**config.mk**
```make
export PLATFORM = sky130hd
export DESIGN_NAME = fetch_unit
export DESIGN_NICKNAME = d
export VERILOG_FILES = /design/src/rtl/fetch_unit.sv
export SDC_FILE = /design/constraint.sdc
export NUM_CORES = 1
export LEC_CHECK = 0
export BUFFER_PORTS_ARGS = -buffer_cell sky130_fd_sc_hd__buf_2
export CORE_MARGIN = 10
export CORE_UTILIZATION = 59
export DETAILED_ROUTE_END_ITERATION = 16
export PLACE_DENSITY = 0.87
export SETUP_SLACK_MARGIN = 0.4
export SLEW_MARGIN = 20
export SYNTH_ARGS = -nofsm -noshare
export SYNTH_HDL_FRONTEND = slang
export SYNTH_SLANG_ARGS = --single-unit
```
**constraint.sdc**
```tcl
create_clock -name clk -period 6.52 [get_ports clk]
set_clock_uncertainty 0.1 [all_clocks]
set_input_delay 0.978 -clock clk [delete_from_list [all_inputs] [get_ports clk]]
set_output_delay 0.978 -clock clk [all_outputs]
set_load 0.005 [all_outputs]
```
**src/rtl/fetch_unit.sv**
```systemverilog
// Instruction fetch: one outstanding imem read, 2-entry {pc, instr} buffer,
// redirect handling that drops responses belonging to the old path.
module fetch_unit #(
    parameter logic [31:0] RESET_PC = 32'h0000_0000
) (
    input  logic        clk,
    input  logic        rst_n,
    output logic        imem_req,
    output logic [31:0] imem_addr,
    input  logic        imem_rvalid,
    input  logic [31:0] imem_rdata,
    input  logic        pc_j_valid,
    input  logic [31:0] next_pc,
    output logic        instr_valid,
    output logic [31:0] instr,
    output logic [31:0] instr_pc,
    input  logic        instr_ready
);
    typedef enum logic [1:0] {ISSUE, WAIT, DISCARD} state_e;

    state_e      state_q, state_d;
    logic [31:0] fetch_pc_q, fetch_pc_d;
    logic [1:0]  count_q, count_d;
    logic [31:0] head_pc_q, head_pc_d;
    logic [31:0] head_ins_q, head_ins_d;
    logic [31:0] tail_pc_q, tail_pc_d;
    logic [31:0] tail_ins_q, tail_ins_d;
    logic        push;
    logic        pop;

    // rst_n gate keeps the request quiet while reset is held
    assign imem_req = rst_n & (state_q == ISSUE) & (count_q < 2'd2)
                    & ~pc_j_valid;
    assign imem_addr   = fetch_pc_q;
    assign instr_valid = (count_q != 2'd0);
    assign instr       = head_ins_q;
    assign instr_pc    = head_pc_q;

    assign push = (state_q == WAIT) & imem_rvalid & ~pc_j_valid
                & (count_q < 2'd2);
    assign pop  = instr_valid & instr_ready;

    always_comb begin
        state_d    = state_q;
        fetch_pc_d = fetch_pc_q;
        unique case (state_q)
            ISSUE: begin
                if (pc_j_valid) fetch_pc_d = next_pc;
                else if (imem_req) state_d = WAIT;
            end
            WAIT: begin
                if (pc_j_valid) begin
                    fetch_pc_d = next_pc;
                    state_d    = imem_rvalid ? ISSUE : DISCARD;
                end else if (imem_rvalid) begin
                    fetch_pc_d = fetch_pc_q + 32'd4;
                    state_d    = ISSUE;
                end
            end
            DISCARD: begin
                if (pc_j_valid) fetch_pc_d = next_pc;
                if (imem_rvalid) state_d = ISSUE;
            end
            default: state_d = ISSUE;
        endcase
    end

    always_comb begin
        count_d    = count_q;
        head_pc_d  = head_pc_q;
        head_ins_d = head_ins_q;
        tail_pc_d  = tail_pc_q;
        tail_ins_d = tail_ins_q;
        if (pc_j_valid) begin
            count_d = 2'd0;
        end else begin
            unique case ({push, pop})
                2'b10: begin
                    if (count_q == 2'd0) begin
                        head_pc_d  = fetch_pc_q;
                        head_ins_d = imem_rdata;
                    end else begin
                        tail_pc_d  = fetch_pc_q;
                        tail_ins_d = imem_rdata;
                    end
                    count_d = count_q + 2'd1;
                end
                2'b01: begin
                    head_pc_d  = tail_pc_q;
                    head_ins_d = tail_ins_q;
                    count_d    = count_q - 2'd1;
                end
                2'b11: begin
                    if (count_q == 2'd1) begin
                        head_pc_d  = fetch_pc_q;
                        head_ins_d = imem_rdata;
                    end else begin
                        head_pc_d  = tail_pc_q;
                        head_ins_d = tail_ins_q;
                        tail_pc_d  = fetch_pc_q;
                        tail_ins_d = imem_rdata;
                    end
                end
                default: ;
            endcase
        end
    end

    always_ff @(posedge clk or negedge rst_n) begin
        if (!rst_n) begin
            state_q    <= ISSUE;
            fetch_pc_q <= RESET_PC;
            count_q    <= 2'd0;
            head_pc_q  <= 32'd0;
            head_ins_q <= 32'd0;
            tail_pc_q  <= 32'd0;
            tail_ins_q <= 32'd0;
        end else begin
            state_q    <= state_d;
            fetch_pc_q <= fetch_pc_d;
            count_q    <= count_d;
            head_pc_q  <= head_pc_d;
            head_ins_q <= head_ins_d;
            tail_pc_q  <= tail_pc_d;
            tail_ins_q <= tail_ins_d;
        end
    end
endmodule

```
== Yosys cells after proc, flatten, opt, wreduce, memory -nomap -nowiden ==
Index checks and enable logic that the tools add are counted.

* Order comparisons: 1
* Equality and inequality tests: 13
* Bitwise gates (word level): 8
* Reductions and logical operators: 12
* Muxes and demuxes: 24
* Add/sub/neg operators: 3

{| class="wikitable"
|+ Operator list
! operator !! number
|-
| two-way mux 32 bit || 11
|-
| case mux 32 bit (2 select lines) || 3
|-
| case mux 32 bit (3 select lines) || 2
|-
| adder 32 x 3 -> 32 bit (second input constant) || 1
|-
| two-way mux 2 bit || 6
|-
| != test 2 bit (second input constant) || 5
|-
| AND 1 bit || 7
|-
| == test 2 x 1 -> 1 bit (second input constant) || 3
|-
| == test 2 bit (second input constant) || 3
|-
| case mux 2 bit (3 select lines) || 1
|-
| AND reduction 3 bit || 2
|-
| nonzero test 2 bit || 3
|-
| nonzero test 3 bit || 2
|-
| zero test 2 bit || 2
|-
| case mux 2 bit (2 select lines) || 1
|-
| AND reduction 4 bit || 1
|-
| != test 3 bit (second input constant) || 1
|-
| adder 2 x 1 -> 2 bit (second input constant) || 1
|-
| < comparator 2 bit (second input constant) || 1
|-
| != test 2 x 1 -> 1 bit (second input constant) || 1
|-
| AND reduction 2 bit || 1
|-
| OR reduction 2 bit || 1
|-
| subtractor 2 x 1 -> 2 bit (second input constant) || 1
|-
| NOT 1 bit || 1
|}

* Bits of input ports: 69
* Output and inout bits: 98
* Logic and storage cells: 68
* Flip-flop bits (word level): 164

== Longest topological paths before layout ==
* Word-level depth: 7
* Mapped depth: 10
* Mapped depth without buffers: 7

== Least setup slack after synthesis ==
No wires, ideal clock.

* Kind: input -> register
* Start point: in pc_j_valid
* End point: reg tail_ins_q[0]
* Library setup time: 0.125 ns
* Slack: 3.578 ns
* Required time: 6.295 ns
* Path buffers: 2
* Stages on the path: 7
* Arrival: 2.717 ns
* Cells stage by stage: nor3b_2 > and2_1 > buf_6 > nand2_4 > a2111oi_4 > buf_6 > mux2_4

* Longest elaborated chain between the ends: 6
* Elaborated cells between the ends (all ways): 10
* Classes of those cells: eq/ne: 4; mux: 1; bitwise: 3; reduce/logical: 2

{| class="wikitable"
|+ Ends and longest elaborated chain
! what !! RTL line !! RTL
|-
| from (decl) || 12 || <nowiki>input logic pc_j_valid,</nowiki>
|-
| NOT 1 bit (no line) * || n/a ||
|-
| AND 1 bit || 39 || <nowiki>assign push = (state_q == WAIT) & imem_rvalid & ~pc_j_valid</nowiki>
|-
| AND 1 bit || 40 || <nowiki>& (count_q < 2'd2);</nowiki>
|-
| == test 2 bit || 77 || <nowiki>unique case ({push, pop})</nowiki>
|-
| != test 2 bit (no line) / nonzero test 2 bit (equally long branches) || n/a ||
|-
| AND reduction 4 bit (no line) || n/a ||
|-
| to (signal assigned) || 125 || <nowiki>tail_ins_q <= tail_ins_d;</nowiki>
|-
| to (decl) || 27 || <nowiki>logic [31:0] tail_ins_q, tail_ins_d;</nowiki>
|}

Mark *: on every way between the ends. The rest lies on a longest branch, timed or not.
A chain may end at the register's enable or synchronous reset.

== Worst setup path after layout ==
* Start point: in pc_j_valid
* End point: reg tail_ins_q[26]

The elaborated chain is that of the path after synthesis.

==> metrics.cfg <==
[status]
status = finished, final reports clean

[placement]
place_hpwl_mm = 13.7
portBuffers = 166
dp_cells = 1001
place_congestion = 0.928

[cells_and_area]
nets = 916
multi_input_area_um2 = 3550
area_growth_pct = 18.2
drive_gt1_share_pct = 32.3
nFillCells = 946
seqCellArea_um2 = 4100
fin_cells = 1031
fin_util_pct = 70.9
num_antenna_cells = 0

[timing]
period_share_pct = 55.3
slew_headroom_pct = 22.9
finalHoldViolations = 0
fmax_ghz = 0.277
maxSlewViolCount = 0
tns_ns = 0
tightest_slew_ns = 1.15
setup_viol = 0
post-route-min-period_ns = 3.60
holdWs_ns = 0.373
grt_setup_unrepaired = false

[min_path]
min_from = instr[29]
min_path_type = reg -> reg

[setup_path]
path_class = in -> reg
crit_chain = buf_2, nor3b_2, and2_1, nand2_4, a2111oi_4, buf_4, buf_4, mux2_4
worstPathMaxFanout = 40
cp_top_family = buffers and inverters
crit_buf_inv = 3
cp_common_cell = buf_4
worst_path_largest_cell_delay_ns = 0.64
worstReg2RegStart = state_q[1]
critPathLaunchType = input pin
worstSetupEndpointType = flip-flop
cp_slowest_cell = buf_4
worstPathRequired_ns = 6.73
cp-startpoint = pc_j_valid
crit_arrival_ns = 3.82

[synth]
yosysTopAreaCellShare_pct = 51.8
avgSynthCellArea_um2 = 11.3
synthTopCellsByArea = dfrtp_1 52%, mux2_4 11%, mux2i_1 8.2%
syn_inst = 703
synth_ff_type = dfrtp_1
synth.distinct_cells = 53
synthesis.nets = 775
ys_async_sr_fraction_pct = 100
syn-cell-area_um2 = 7920
synth_top_cell_by_area = dfrtp_1
ys_seq_elements = 164
yosys_warnings = 0
synth_edf_count = 0
yosysSeqAreaShare_pct = 51.8

[global_route]
grt_use_total_pct = 22.2
grt_max_degree = 129
grt_pass1_wl_mm = 32.8
overflow = 0
grt_antenna_before_repair = 0
grt_pass1_vias = 6097

[clock_network]
postCtsSetupBuffers = 0
cts_max_level = 4
cts_resized = 0
clock_path_buffers = 2
cts_tree = built
cts_buffers = 17
clock_latency_ns = 0.43
root_buffer = clkbuf_16
clk_pin_slew_ns = 0.06
cts.sinks = 164
postCtsHoldBufs = 0

[die]
core_um2 = 13200
initial_core_util_pct = 60.0
die_y_um = 136
rows = 42
die_width_um = 136
die_area_um2 = 18500
pin_count = 167

[routing]
drt_wl_total_mm = 20.2
post-route-drc-count = 0
wl_per_cell_um = 19.6
dr.pass1.iters = 5
detailroute.via_count = 6164
drt-initial-drc-count = 627
viasPerCell = 5.98
ant_nets = 0

[pwr]
ir_drop_v = 0.000230
total_power_mw = 3.83
p_leak_nw = 4.80
p_per_area_nw_per_um2 = 410

[flow_run]
maxCapViolations = 0

## cells in the mapped netlist (5+ instances only)
cell	n
mux2_4	60
o21a_1	5
o21ai_0	79
dfrtp_1	164
mux2_2	6
a21oi_1	25
o22ai_1	8
inv_1	9
a31oi_1	5
nand2_1	90
nor4_1	6
buf_2	7
mux2i_1	65
clkbuf_1	35
nand4_1	8
nand2b_1	6
nor2_1	21
nand3_1	22
nor3_1	8
buf_6	7
## kinds of logic (layout without fill, tap and decap cells)
logic type	after synthesis	in the layout	synth area share [%]
simple gates	184	184	11.0
buf+inv	59	211	3.57
fa+ha+maj	3	3	0.474
xor+xnor	2	2	0.221
compound gates	160	160	12.4
flops	164	164	51.8
mux	131	131	20.4
## metrics by stage
stage / setup slack (ns) / instance area, um2
6_report: 2.92 / 9360
5_1_grt: 2.72 / 9360
4_1_cts: 2.95 / 9350
3_5_place_dp: 2.51 / 8790
3_3_place_gp: 2.58 / 8790
2_1_floorplan: 3.58 / 7920
## flip-flops by register name, indices dropped and copies added (netlist names)
register    cells
tail_pc_q      32
instr_pc       32
imem_addr      32
state_q         2
count_q         2
instr          32
tail_ins_q     32
## worst paths after layout
path | to | slack (ns) | depth (start not counted)
worst max-delay path | tail_ins_q[26] | 2.92 | 8
worst min-delay path | instr[29] | 0.37 | 2
worst max register to register | tail_ins_q[26] | 3.17 | 7
worst min register to register | instr[29] | 0.37 | 2
max in group asynchronous | imem_addr[15] | 4.06 | 3
min in group asynchronous | instr[14] | 0.38 | 1
## area by class of cell
type	instances	area share (%)
Sequential cell	164	43.9
Multi-Input combinational cell	480	38.0
Timing Repair Buffer	172	9.47
Clock buffer	22	4.85
Tap cell	176	2.35
Clock inverter	8	1.12
Inverter	9	0.361
## layer usage
layer / global-route usage, % / routed length (um)
met1: 30.5 / 8660
met2: 33.5 / 9370
met3: 6.13 / 1910
met4: 7.18 / 290
met5: 0 / 0
## cell usage in the layout, fill, tap and decap left out, drive strengths merged, types with 8 or more instances in the layout
cell type and instances:
mux2 66, nand4 8, o21ai 79, buf 172, nor3 9, nand3 22
dfrtp 164, a21oi 25, inv 9, nor2 21, o22ai 8, nand2 91
mux2i 65, clkbuf 22
## report_power, final
part	internal, mW	switching (mW)	total, mW	leakage (nW)
logic	0.614	0.563	1.18	2.44
clock network	0.570	0.396	0.965	0.262
registers	1.40	0.288	1.69	2.10
total	2.59	1.25	3.83	4.80
## worst min-delay path, cell delays in order, from the launching register on
cell and delay [ns]:
dfrtp_1 0.34, nand2_1 0.04, o21ai_0 0.06
Note: power is estimated with default switching activity, not from simulation.
